`config.mk`:
```
export PLATFORM = sky130hd
export DESIGN_NAME = line_burst_bridge
export DESIGN_NICKNAME = d
export VERILOG_FILES = /design/src/rtl/line_burst_bridge.sv
export SDC_FILE = /design/constraint.sdc
export NUM_CORES = 1
export LEC_CHECK = 0
export ABC_AREA = 1
export CAP_MARGIN = 20
export CORE_UTILIZATION = 35
export CTS_CLUSTER_SIZE = 24
export DETAILED_ROUTE_END_ITERATION = 8
export HOLD_SLACK_MARGIN = 0.1
export PLACE_DENSITY = 0.66
export REMOVE_ABC_BUFFERS = 1
export SLEW_MARGIN = 20
export SYNTH_ARGS = -nofsm -noshare
export SYNTH_HDL_FRONTEND = slang
export SYNTH_SLANG_ARGS = --single-unit
```
`constraint.sdc`:
```
create_clock -name MEM_CLK -period 6.5 [get_ports MEM_CLK]
set_input_delay 1.3 -clock MEM_CLK [delete_from_list [all_inputs] [get_ports MEM_CLK]]
set_output_delay 1.3 -clock MEM_CLK [all_outputs]
set_load 0.05 [all_outputs]
```
`src/rtl/line_burst_bridge.sv`:
```
// line_burst_bridge: splits 256-bit cache-line transfers into 32-bit memory
// beats (ascending order, beat 0 = least-significant word) and reassembles
// fill beats into a full line. One line transaction in flight at a time.
module line_burst_bridge #(
    parameter int LINE_W = 256,
    parameter int BEAT_W = 32,
    parameter int ADDR_W = 32
) (
    input  logic              MEM_CLK,
    input  logic              rst_n,
    input  logic              line_read,
    input  logic              line_write,
    input  logic [ADDR_W-1:0] line_address,
    input  logic [LINE_W-1:0] line_wdata,
    output logic [LINE_W-1:0] line_rdata,
    output logic              line_resp,
    output logic              pmem_read,
    output logic              pmem_write,
    output logic [ADDR_W-1:0] pmem_address,
    output logic [BEAT_W-1:0] pmem_wdata,
    output logic [3:0]        pmem_byte_enable,
    input  logic [BEAT_W-1:0] pmem_rdata,
    input  logic              pmem_resp
);

    localparam int BEATS    = LINE_W / BEAT_W;
    localparam int CNT_W    = $clog2(BEATS);
    localparam int BEAT_SH  = $clog2(BEAT_W / 8);

    localparam logic [CNT_W-1:0]  LAST_BEAT = CNT_W'(BEATS - 1);
    localparam logic [ADDR_W-1:0] BASE_MASK = ~ADDR_W'(LINE_W / 8 - 1);

    localparam logic [1:0] S_IDLE    = 2'd0;
    localparam logic [1:0] S_RD_BEAT = 2'd1;
    localparam logic [1:0] S_WR_BEAT = 2'd2;
    localparam logic [1:0] S_DONE    = 2'd3;

    logic [1:0]        r_state;
    logic [CNT_W-1:0]  r_cnt;
    logic [ADDR_W-1:0] r_base;
    logic [LINE_W-1:0] r_wdata;
    logic [LINE_W-1:0] r_rdata;

    logic [ADDR_W-1:0] w_line_base;
    logic [ADDR_W-1:0] w_beat_offset;
    logic              w_beat_done;

    assign w_line_base   = line_address & BASE_MASK;
    assign w_beat_offset = ADDR_W'(r_cnt) << BEAT_SH;
    assign w_beat_done   = pmem_resp && (r_state == S_RD_BEAT || r_state == S_WR_BEAT);

    // Transaction sequencing: request capture, beat counting, completion
    always_ff @(posedge MEM_CLK or negedge rst_n) begin
        if (!rst_n) begin
            r_state <= S_IDLE;
            r_cnt   <= '0;
            r_base  <= '0;
            r_wdata <= '0;
        end else begin
            case (r_state)
                S_IDLE: begin
                    if (line_write) begin
                        r_base  <= w_line_base;
                        r_wdata <= line_wdata;
                        r_cnt   <= '0;
                        r_state <= S_WR_BEAT;
                    end else if (line_read) begin
                        r_base  <= w_line_base;
                        r_cnt   <= '0;
                        r_state <= S_RD_BEAT;
                    end
                end
                S_RD_BEAT, S_WR_BEAT: begin
                    if (w_beat_done) begin
                        r_cnt <= r_cnt + CNT_W'(1);
                        if (r_cnt == LAST_BEAT) begin
                            r_state <= S_DONE;
                        end
                    end
                end
                S_DONE: begin
                    r_state <= S_IDLE;
                end
                default: begin
                    r_state <= S_IDLE;
                end
            endcase
        end
    end

    // Fill line assembly: each accepted read beat lands in its word slot
    always_ff @(posedge MEM_CLK or negedge rst_n) begin
        if (!rst_n) begin
            r_rdata <= '0;
        end else if (pmem_resp && r_state == S_RD_BEAT) begin
            r_rdata[r_cnt*BEAT_W +: BEAT_W] <= pmem_rdata;
        end
    end

    // Beat-side outputs decoded from registered state only
    always_comb begin
        pmem_read        = (r_state == S_RD_BEAT);
        pmem_write       = (r_state == S_WR_BEAT);
        pmem_address     = r_base + w_beat_offset;
        pmem_wdata       = '0;
        pmem_byte_enable = 4'h0;
        if (r_state == S_WR_BEAT) begin
            pmem_wdata       = r_wdata[r_cnt*BEAT_W +: BEAT_W];
            pmem_byte_enable = 4'hF;
        end
    end

    assign line_resp  = (r_state == S_DONE);
    assign line_rdata = r_rdata;

endmodule

```
# Word-level counts from Yosys, hierarchy flattened
# Cells that the tools add are included.
[word_totals]
register_bits = 549
in_bits = 325
output_inout_bits = 327
elab_cells = 43
[classes]
addsub = 3
n_eq_ne = 7
shifts = 3
n_mux = 14
reduce_logical = 11
[ops]
columns = ["op", "count"]
rows = [
  ["$bwmux W256", 1],
  ["$shift A32 B34 Y256 const A", 1],
  ["$shiftx A256 B9 Y32", 1],
  ["$shiftx A32 B34 Y256", 1],
  ["$mux W32", 3],
  ["$neg A8 Y34", 1],
  ["$add A32 B5 Y32", 1],
  ["$mux W3", 3],
  ["$mux W2", 4],
  ["$pmux W2 S3", 1],
  ["$pmux W3 S2", 1],
  ["$reduce_and A3 Y1", 2],
  ["$eq A2 B2 Y1 const B", 2],
  ["$mux W4", 1],
  ["$ne A2 B2 Y1 const B", 2],
  ["$reduce_and A2 Y1", 2],
  ["$reduce_bool A2 Y1", 2],
  ["$add A3 B1 Y3 const B", 1],
  ["$eq A3 B3 Y1 const B", 1],
  ["$ne A3 B3 Y1 const B", 1],
  ["$eq A2 B1 Y1 const B", 1],
  ["$logic_and A1 B1 Y1", 2],
  ["$logic_not A2 Y1", 1],
  ["$reduce_or A2 Y1", 1],
  ["$logic_or A1 B1 Y1", 1],
]

# Depth between registers and ports, before layout
# Gate-level depths: netlist of run 1.
[depth]
depth_word = 5
ltp_mapped = 13
mapped_depth_nobuf = 9

# Worst setup path after synthesis of run 1
# Ideal clock, no wire load.
[synth_timing]
path_type = "register to output"
startpoint = "reg r_cnt[0]"
endpoint = "out pmem_wdata[0]"
arrival_time_ns = 2.153
t_required_ns = 5.200
setup_slack_ns = 3.047
stages_incl_launch_ff = 10
path_cell_list = "dfrtp_1 > buf_2 > inv_2 > buf_2 > buf_2 > nand2_1 > nand3_1 > nand3_1 > nand2_1 > nor2_1"
[synth_via]
elab_chain_cells = 2
[synth_rtl]
columns = ["item", "line", "source"]
rows = [
  ["from (decl)", "39", "logic [CNT_W-1:0] r_cnt;"],
  ["from (signal assigned)", "75", "r_cnt <= r_cnt + CNT_W'(1);"],
  ["$shiftx A256 B9 Y32", "108", "pmem_wdata = r_wdata[r_cnt*BEAT_W +: BEAT_W];"],
  ["$mux W32", "107", "if (r_state == S_WR_BEAT) begin"],
  ["to (decl)", "20", "output logic [BEAT_W-1:0] pmem_wdata,"],
]
# No other way between the ends.

# Worst setup path after layout of run 1
[layout_timing]
startpoint = "reg r_cnt[0]"
endpoint = "out pmem_wdata[30]"
# Same word-level chain as after synthesis.

==> run_results.csv, run 1 <==
group,metric,value,unit
outcome,status,"completed",
clock_network,clk_pin_slew,0.06,ns
worst_setup_path,endpoint_kind,"output port",
worst_setup_path,r2r_start,"r_cnt[0]$_DFFE_PN0P_",
sta,grt_setup_unrepaired,"no",
clock_network,cts_tree,"yes",
sta,period_needed,5.40,ns
route,vias,22100,
floorplanning,die_y,266,um
global_routing,antenna_found_initial,26,
sta,slew_viol_final,0,
floorplanning,dieArea,0.0710,sq mm
sta,fmax,0.185,GHz
clock_network,cts-root-buf,"clkbuf_16",
yosys,syn_area,0.0245,sq mm
sta,worstMarginPinSlew,1.16,ns
sta,hold_viol,0,
global_routing,grt_overflow_total,0,
final_layout,drive_gt1_share,4.10,%
final_layout,seq_area,0.0136,sq mm
worst_setup_path,startpoint,"r_cnt[0]$_DFFE_PN0P_",
clock_network,cts-hold-fix-buffers,0,
sta,worst_clock_skew,0.0520,ns
clock_network,ctsResizeCount,0,
pwr,p_per_area,493,mW/mm^2
worst_setup_path,path_max_fanout,98,
worst_setup_path,start_kind,"flip-flop",
pwr,vdd_drop_max,0.285,mV
yosys,synth_flop_cell,"dfrtp_1",
yosys,synth-seq-cells,544,
yosys,synth_seq_area_share,55.6,%
yosys,synthMuxAreaShare,0,%
global_routing,grt_pass1_wl,131000,um
place,postPlaceCellArea,0.0315,sq mm
final_layout,num-fill-cells,6794,
yosys,avgSynthCellArea,7.94,sq um
pwr,p_leak,0.0165,uW
sta,slew_headroom,22.8,%
final_layout,utilization,48.8,%
global_routing,track_usage,24.4,%
yosys,synthAdderAreaFrac,0.613,%
worst_hold_path,hold_class,"flip-flop to flip-flop",
route,dr.first_iter.drc_count,1674,
worst_setup_path,worst-setup-path-type,"flip-flop to output port",
yosys,yosys.area_share.simple,26.7,%
final_layout,area_delta_synth_final,37.4,%
sta,setup_viol,0,
route,final_antenna_net_count,0,
place,place.gp.congestion,0.891,
clock_network,cts_made_buffers,59,
worst_hold_path,holdCritStartpoint,"line_rdata[50]$_DFFE_PN0P_",
floorplanning,core_area,0.0689,sq mm
clock_network,cts_max_level,2,
worst_setup_path,cp_slowest_cell,"dfrtp_4",
worst_setup_path,required,5.20,ns
sta,final.period_utilization,83.1,%
floorplanning,num_rows,96,
worst_setup_path,cp_slowest_stage_delay,1.05,ns
final_layout,final_area,0.0336,sq mm
yosys,synthDistinctLibCells,24,
final_layout,multi_input_area,0.00870,sq mm
route,drc,0,
floorplanning,start_util,35.5,%
yosys,syn_inst,3085,
global_routing,grt_pass1_vias,21100,
final_layout,finalNetCount,3947,
yosys,yosysWarningCount,0,
clock_network,cts.sinks,544,
yosys,async_reset_ff_share,100,%
yosys,synth_top_family_by_area,"simple AND/OR/NAND/NOR gates",
clock_network,clkLatencyLatePin,0.65,ns
route,firstDrtPassIters,5,
clock_network,clockBufferDepth,3,
place,io_buffers,644,
route,wirelength,88100,um
yosys,synth_compound_area_share,7.86,%
floorplanning,die_width,266,um
place,dp_hpwl,60200,um
route,vias_per_cell,4.81,
yosys,synth-edff-count,0,
yosys,synth-xor-area-share,0,%
flow_run,cap_violations,0,
worst_setup_path,cp_data_arrival_time,4.10,ns
floorplanning,io_pins,652,
clock_network,post_cts_buffers,0,
worst_setup_path,path_cells,"inv_4 > buf_12 > nand2_1 > nand3_1 > nand2_1 > nor2_1 > nor2_1 > clkdlybuf4s50_1",
global_routing,grt_start_max_net_pins,161,
route,wire_per_inst,19.2,um
==> where the power goes <==
part,total [uW],internal [uW],switching (uW)
sequential,5120,4580,539
clock,3550,2100,1450
combinational,7920,2360,5560
total,16600,9050,7550
==> final cells by class <==
class	instances	area share [%]
multi-input combinational	2001	25.9
inverter	330	3.69
clock buffer	91	5.35
tap	931	3.46
timing repair buffer	674	20.2
clock inverter	20	0.815
sequential	544	40.5
antenna	7	0.0521
==> metrics by stage <==
stage | total power [uW] | hold slack [ns] | TNS (ns) | worst slack (ns) | cells
finish | 16600 | 0.469 | 0 | 1.10 | 4598
floorplan | 10500 | 0.481 | -1540.19 | -3.36 | 2875
global route | 17600 | 0.487 | 0 | 0.994 | 4594
global placement | 13000 | 0.453 | 0 | 1.63 | 4479
detailed placement | 13100 | 0.457 | 0 | 1.62 | 4479
CTS | 16700 | 0.472 | 0 | 1.16 | 4590
==> registers in the layout, indices dropped and copies added, names as in the netlist <==
signal / flops
line_rdata: 256
r_base: 27
r_cnt: 3
r_state: 2
r_wdata: 256
==> worst max-delay path, delay by kind of cell (launching register included) <==
| kind | cells | cell delay (ns) |
|---|---|---|
| DFF | 1 | 1.05 |
| buffers and inverters | 3 | 1.69 |
| and+or+nand+nor | 5 | 0.50 |
==> logic make-up (layout without fill, tap and decap cells) <==
kind of cell / after synthesis / count (layout)
fa+ha+maj: 12 / 12
other cells: 1 / 9
buf+inv: 541 / 1115
flops: 544 / 544
compound gates: 384 / 384
simple gates: 1603 / 1603
==> Yosys cell counts (14+ instances only) <==
library cell  number  area (sq um)
nor2_1           391          1470
dfrtp_1          544         13600
a21oi_1          256          1280
nor3_1            32           160
buf_2            116           581
o21ai_1           29           145
nand2_1          820          3080
buf_1             14          52.6
inv_1            325          1220
buf_4             19           143
o21ai_0           98           490
clkbuf_1          62           233
nand3_1          353          1770
==> layer usage <==
| layer | vias to the layer above | global-route usage [%] | wire [um] |
|---|---|---|---|
| li1 | 10700 | - | - |
| met1 | 10400 | 29.3 | 34700 |
| met2 | 784 | 40.1 | 41500 |
| met3 | 166 | 8.66 | 8770 |
| met4 | 32 | 8.64 | 2930 |
| met5 | - | 0 | 217 |
==> cells in the final DEF, fill, tap and decap left out, types with 2 or more instances in the layout <==
cell,Yosys,layout
nor3_1,32,32
conb_1,1,2
nand3_1,353,353
nand4_4,0,2
clkinvlp_4,0,2
clkinv_2,0,10
buf_12,0,9
inv_2,4,3
clkbuf_8,0,18
dfrtp_1,544,541
a21oi_1,256,256
ha_2,0,2
o21ai_1,29,28
o21ai_0,98,98
nand2_1,820,819
clkbuf_1,62,13
clkdlybuf4s50_1,0,643
dfrtp_2,0,2
diode_2,0,7
buf_4,19,20
nor2_4,1,4
inv_1,325,325
nor2_1,391,389
bufinv_16,0,5
ha_1,12,9
clkbuf_16,0,60
==> path summary, 6_finish.rpt <==
| path | cells past startpoint | slack [ns] | to |
|---|---|---|---|
| worst min register to register | 2 | 0.47 | line_rdata[50]$_DFFE_PN0P_ |
| worst max register to register | 10 | 1.69 | line_rdata[123]$_DFFE_PN0P_ |
| worst max-delay path | 8 | 1.10 | pmem_wdata[30] |
| min in group asynchronous | 1 | 0.67 | line_rdata[255]$_DFFE_PN0P_ |
| worst min-delay path | 2 | 0.47 | line_rdata[50]$_DFFE_PN0P_ |
| max in group asynchronous | 2 | 4.38 | r_wdata[81]$_DFFE_PN0P_ |
(Power assumes the default switching activity.)
==> run 2: changes to the inputs <==
--- a/config.mk
+++ b/config.mk
@@ -11,7 +11,7 @@
 export CTS_CLUSTER_SIZE = 24
 export DETAILED_ROUTE_END_ITERATION = 8
 export HOLD_SLACK_MARGIN = 0.1
-export PLACE_DENSITY = 0.66
+export PLACE_DENSITY = 0.68
 export REMOVE_ABC_BUFFERS = 1
 export SLEW_MARGIN = 20
 export SYNTH_ARGS = -nofsm -noshare
==> constraint.sdc (replaced) <==
create_clock -name MEM_CLK -period 4.6 [get_ports MEM_CLK]
set_input_delay 0.92 -clock MEM_CLK [delete_from_list [all_inputs] [get_ports MEM_CLK]]
set_output_delay 0.92 -clock MEM_CLK [all_outputs]
set_load 0.05 [all_outputs]
==> run_results.csv, run 2 (synthesized netlist as in run 1, its figures left out) <==
group,metric,value,unit
route,vias_per_cell,4.86,
clock_network,clockBufferDepth,3,
pwr,total_power,23400,uW
clock_network,cts_max_level,2,
pwr,power_frac_clock,20.7,%
sta,grt_setup_unrepaired,"no",
final_layout,drive_gt1_share,4.70,%
sta,worstMarginPinSlew,1.08,ns
global_routing,grt_overflow_total,0,
sta,fmax,0.231,GHz
route,top_layer_used,"met5",
worst_setup_path,cp_slowest_cell,"clkdlybuf4s50_1",
worst_setup_path,crit_buf_inv,3,
final_layout,layout_common_cells,"nand2_1, clkdlybuf4s50_1, dfrtp_1",
worst_setup_path,r2r_start,"r_cnt[0]$_DFFE_PN0P_",
route,final_antenna_net_count,0,
sta,final.period_utilization,94.3,%
clock_network,ctsResizeCount,0,
worst_setup_path,cp_slowest_stage_delay,0.74,ns
worst_setup_path,path_cells,"inv_4 > buf_4 > nand2_1 > nand3_1 > nand3_1 > nand2_1 > nor2_1 > clkdlybuf4s50_1",
clock_network,cts.sinks,544,
global_routing,grt_pass1_wl,133000,um
route,wl_met1,36200,um
clock_network,cts_made_buffers,59,
place,dp_hpwl,62000,um
floorplanning,core_area,0.0689,sq mm
worst_setup_path,path_max_fanout,59,
pwr,vdd_drop_max,0.429,mV
worst_setup_path,cp_data_arrival_time,3.42,ns
clock_network,clkLatencyLatePin,0.63,ns
floorplanning,die_width,266,um
worst_setup_path,r2r_cells,9,
clock_network,cts_tree,"yes",
floorplanning,io_pins,652,
route,wirelength,89000,um
sta,slew_viol_final,0,
route,dr.first_iter.drc_count,1864,
place,postPlaceCellArea,0.0317,sq mm
global_routing,track_usage,24.7,%
sta,worst_clock_skew,0.0381,ns
route,dr_wl_met3,8210,um
final_layout,final_area,0.0338,sq mm
pwr,sw_frac_of_total,45.8,%
worst_setup_path,endpoint_kind,"output port",
floorplanning,num_rows,96,
sta,setup_viol,0,
floorplanning,start_util,35.5,%
worst_setup_path,required,3.68,ns
sta,whs,0.325,ns
worst_setup_path,r2r_end,"line_rdata[243]$_DFFE_PN0P_",
flow_run,cap_violations,0,
sta,hold_viol,0,
route,wl_met2,41300,um
final_layout,finalNetCount,3971,
pwr,p_leak,0.0165,uW
worst_hold_path,hold_class,"primary input to asynchronous set/reset pin",
worst_setup_path,worst-setup-path-type,"flip-flop to output port",
floorplanning,dieArea,0.0710,sq mm
floorplanning,die_y,266,um
worst_setup_path,r2r_slack,0.77,ns
sta,slew_headroom,27.9,%
pwr,p_switching,10700,uW
clock_network,post_cts_buffers,0,
place,io_buffers,644,
pwr,pwr-share-seq,30.8,%
clock_network,cts-hold-fix-buffers,0,
final_layout,layout_commonest_cell,"nand2_1",
global_routing,grt_pass1_vias,21500,
pwr,intPower,12700,uW
route,drc,0,
pwr,p_per_area,692,mW/mm^2
global_routing,antenna_found_initial,22,
route,vias,22500,
worst_setup_path,cp_top_family,"buffers and inverters",
global_routing,grt_start_max_net_pins,130,
place,place.gp.congestion,0.902,
final_layout,area_delta_synth_final,37.9,%
worst_setup_path,start_kind,"flip-flop",
clock_network,clk_pin_slew,0.06,ns
sta,fin_tns_setup,0,ns
pwr,combinationalPowerShare,48.5,%
route,firstDrtPassIters,5,
route,wire_per_inst,19.2,um
sta,period_needed,4.34,ns
outcome,status,"completed",
clock_network,cts-root-buf,"clkbuf_16",
-- run 2: cell types whose count changed in the layout (fill, tap and decap cells not counted), sizes merged --
cell / previous run / this run
diode: 7 / 13
clkinvlp: 2 / 0
clkbuf: 91 / 94
clkinv: 12 / 14
bufinv: 5 / 3
clkdlybuf4s50: 643 / 638
inv: 331 / 330
buf: 31 / 60
-- run 2: power groups by stage --
stage                     clock (uW)  sequential, uW  combinational, uW
after floorplan                    0            9550               5070
after global placement             0            7200              11200
after detailed placement           0            7260              11300
after CTS                       4920            7190              11400
after global routing            5100            7370              12300
final                           4830            7200              11300
-- run 2: how the worst max path moves through the flow --
stage,from,cells after the start,end
after floorplan,r_cnt[0]$_DFFE_PN0P_,8,line_rdata[128]$_DFFE_PN0P_
after global placement,r_cnt[0]$_DFFE_PN0P_,9,line_rdata[236]$_DFFE_PN0P_
after detailed placement,r_cnt[0]$_DFFE_PN0P_,9,line_rdata[243]$_DFFE_PN0P_
after CTS,r_cnt[0]$_DFFE_PN0P_,8,pmem_wdata[2]
after global routing,r_cnt[0]$_DFFE_PN0P_,8,pmem_wdata[2]
final,r_cnt[0]$_DFFE_PN0P_,8,pmem_wdata[3]
-- run 2: through the flow --
step	utilization (%)	setup slack, ns	cells
floorplan	-	-5.19	2875
global placement	46.0	0.729	4504
detailed placement	46.0	0.681	4504
CTS	48.9	0.175	4615
global route	48.9	0.0962	4623
finish	49.0	0.262	4628
-- run 2: worst register-to-register path, delay by kind of cell (launching register included) --
family | cells | cell delay (ns)
fa+ha+maj | 2 | 1.05
buf+inv | 3 | 1.62
flops | 1 | 0.63
simple gates | 4 | 0.39
-- run 2: final cells by class --
class	count	area [sq um]
Antenna cell	13	32.5
Clock buffer	94	1780
Clock inverter	17	204
Fill cell	6717	35200
Inverter	330	1240
Multi-Input combinational cell	2001	8700
Sequential cell	544	13600
Tap cell	931	1160
Timing Repair Buffer	698	7020
-- run 2: layer usage --
| layer | vias to the layer above | GRT usage (%) |
|---|---|---|
| li1 | 10700 | - |
| met1 | 10700 | 31.5 |
| met2 | 906 | 39.7 |
| met3 | 168 | 7.10 |
| met4 | 18 | 9.07 |
| met5 | - | 0 |
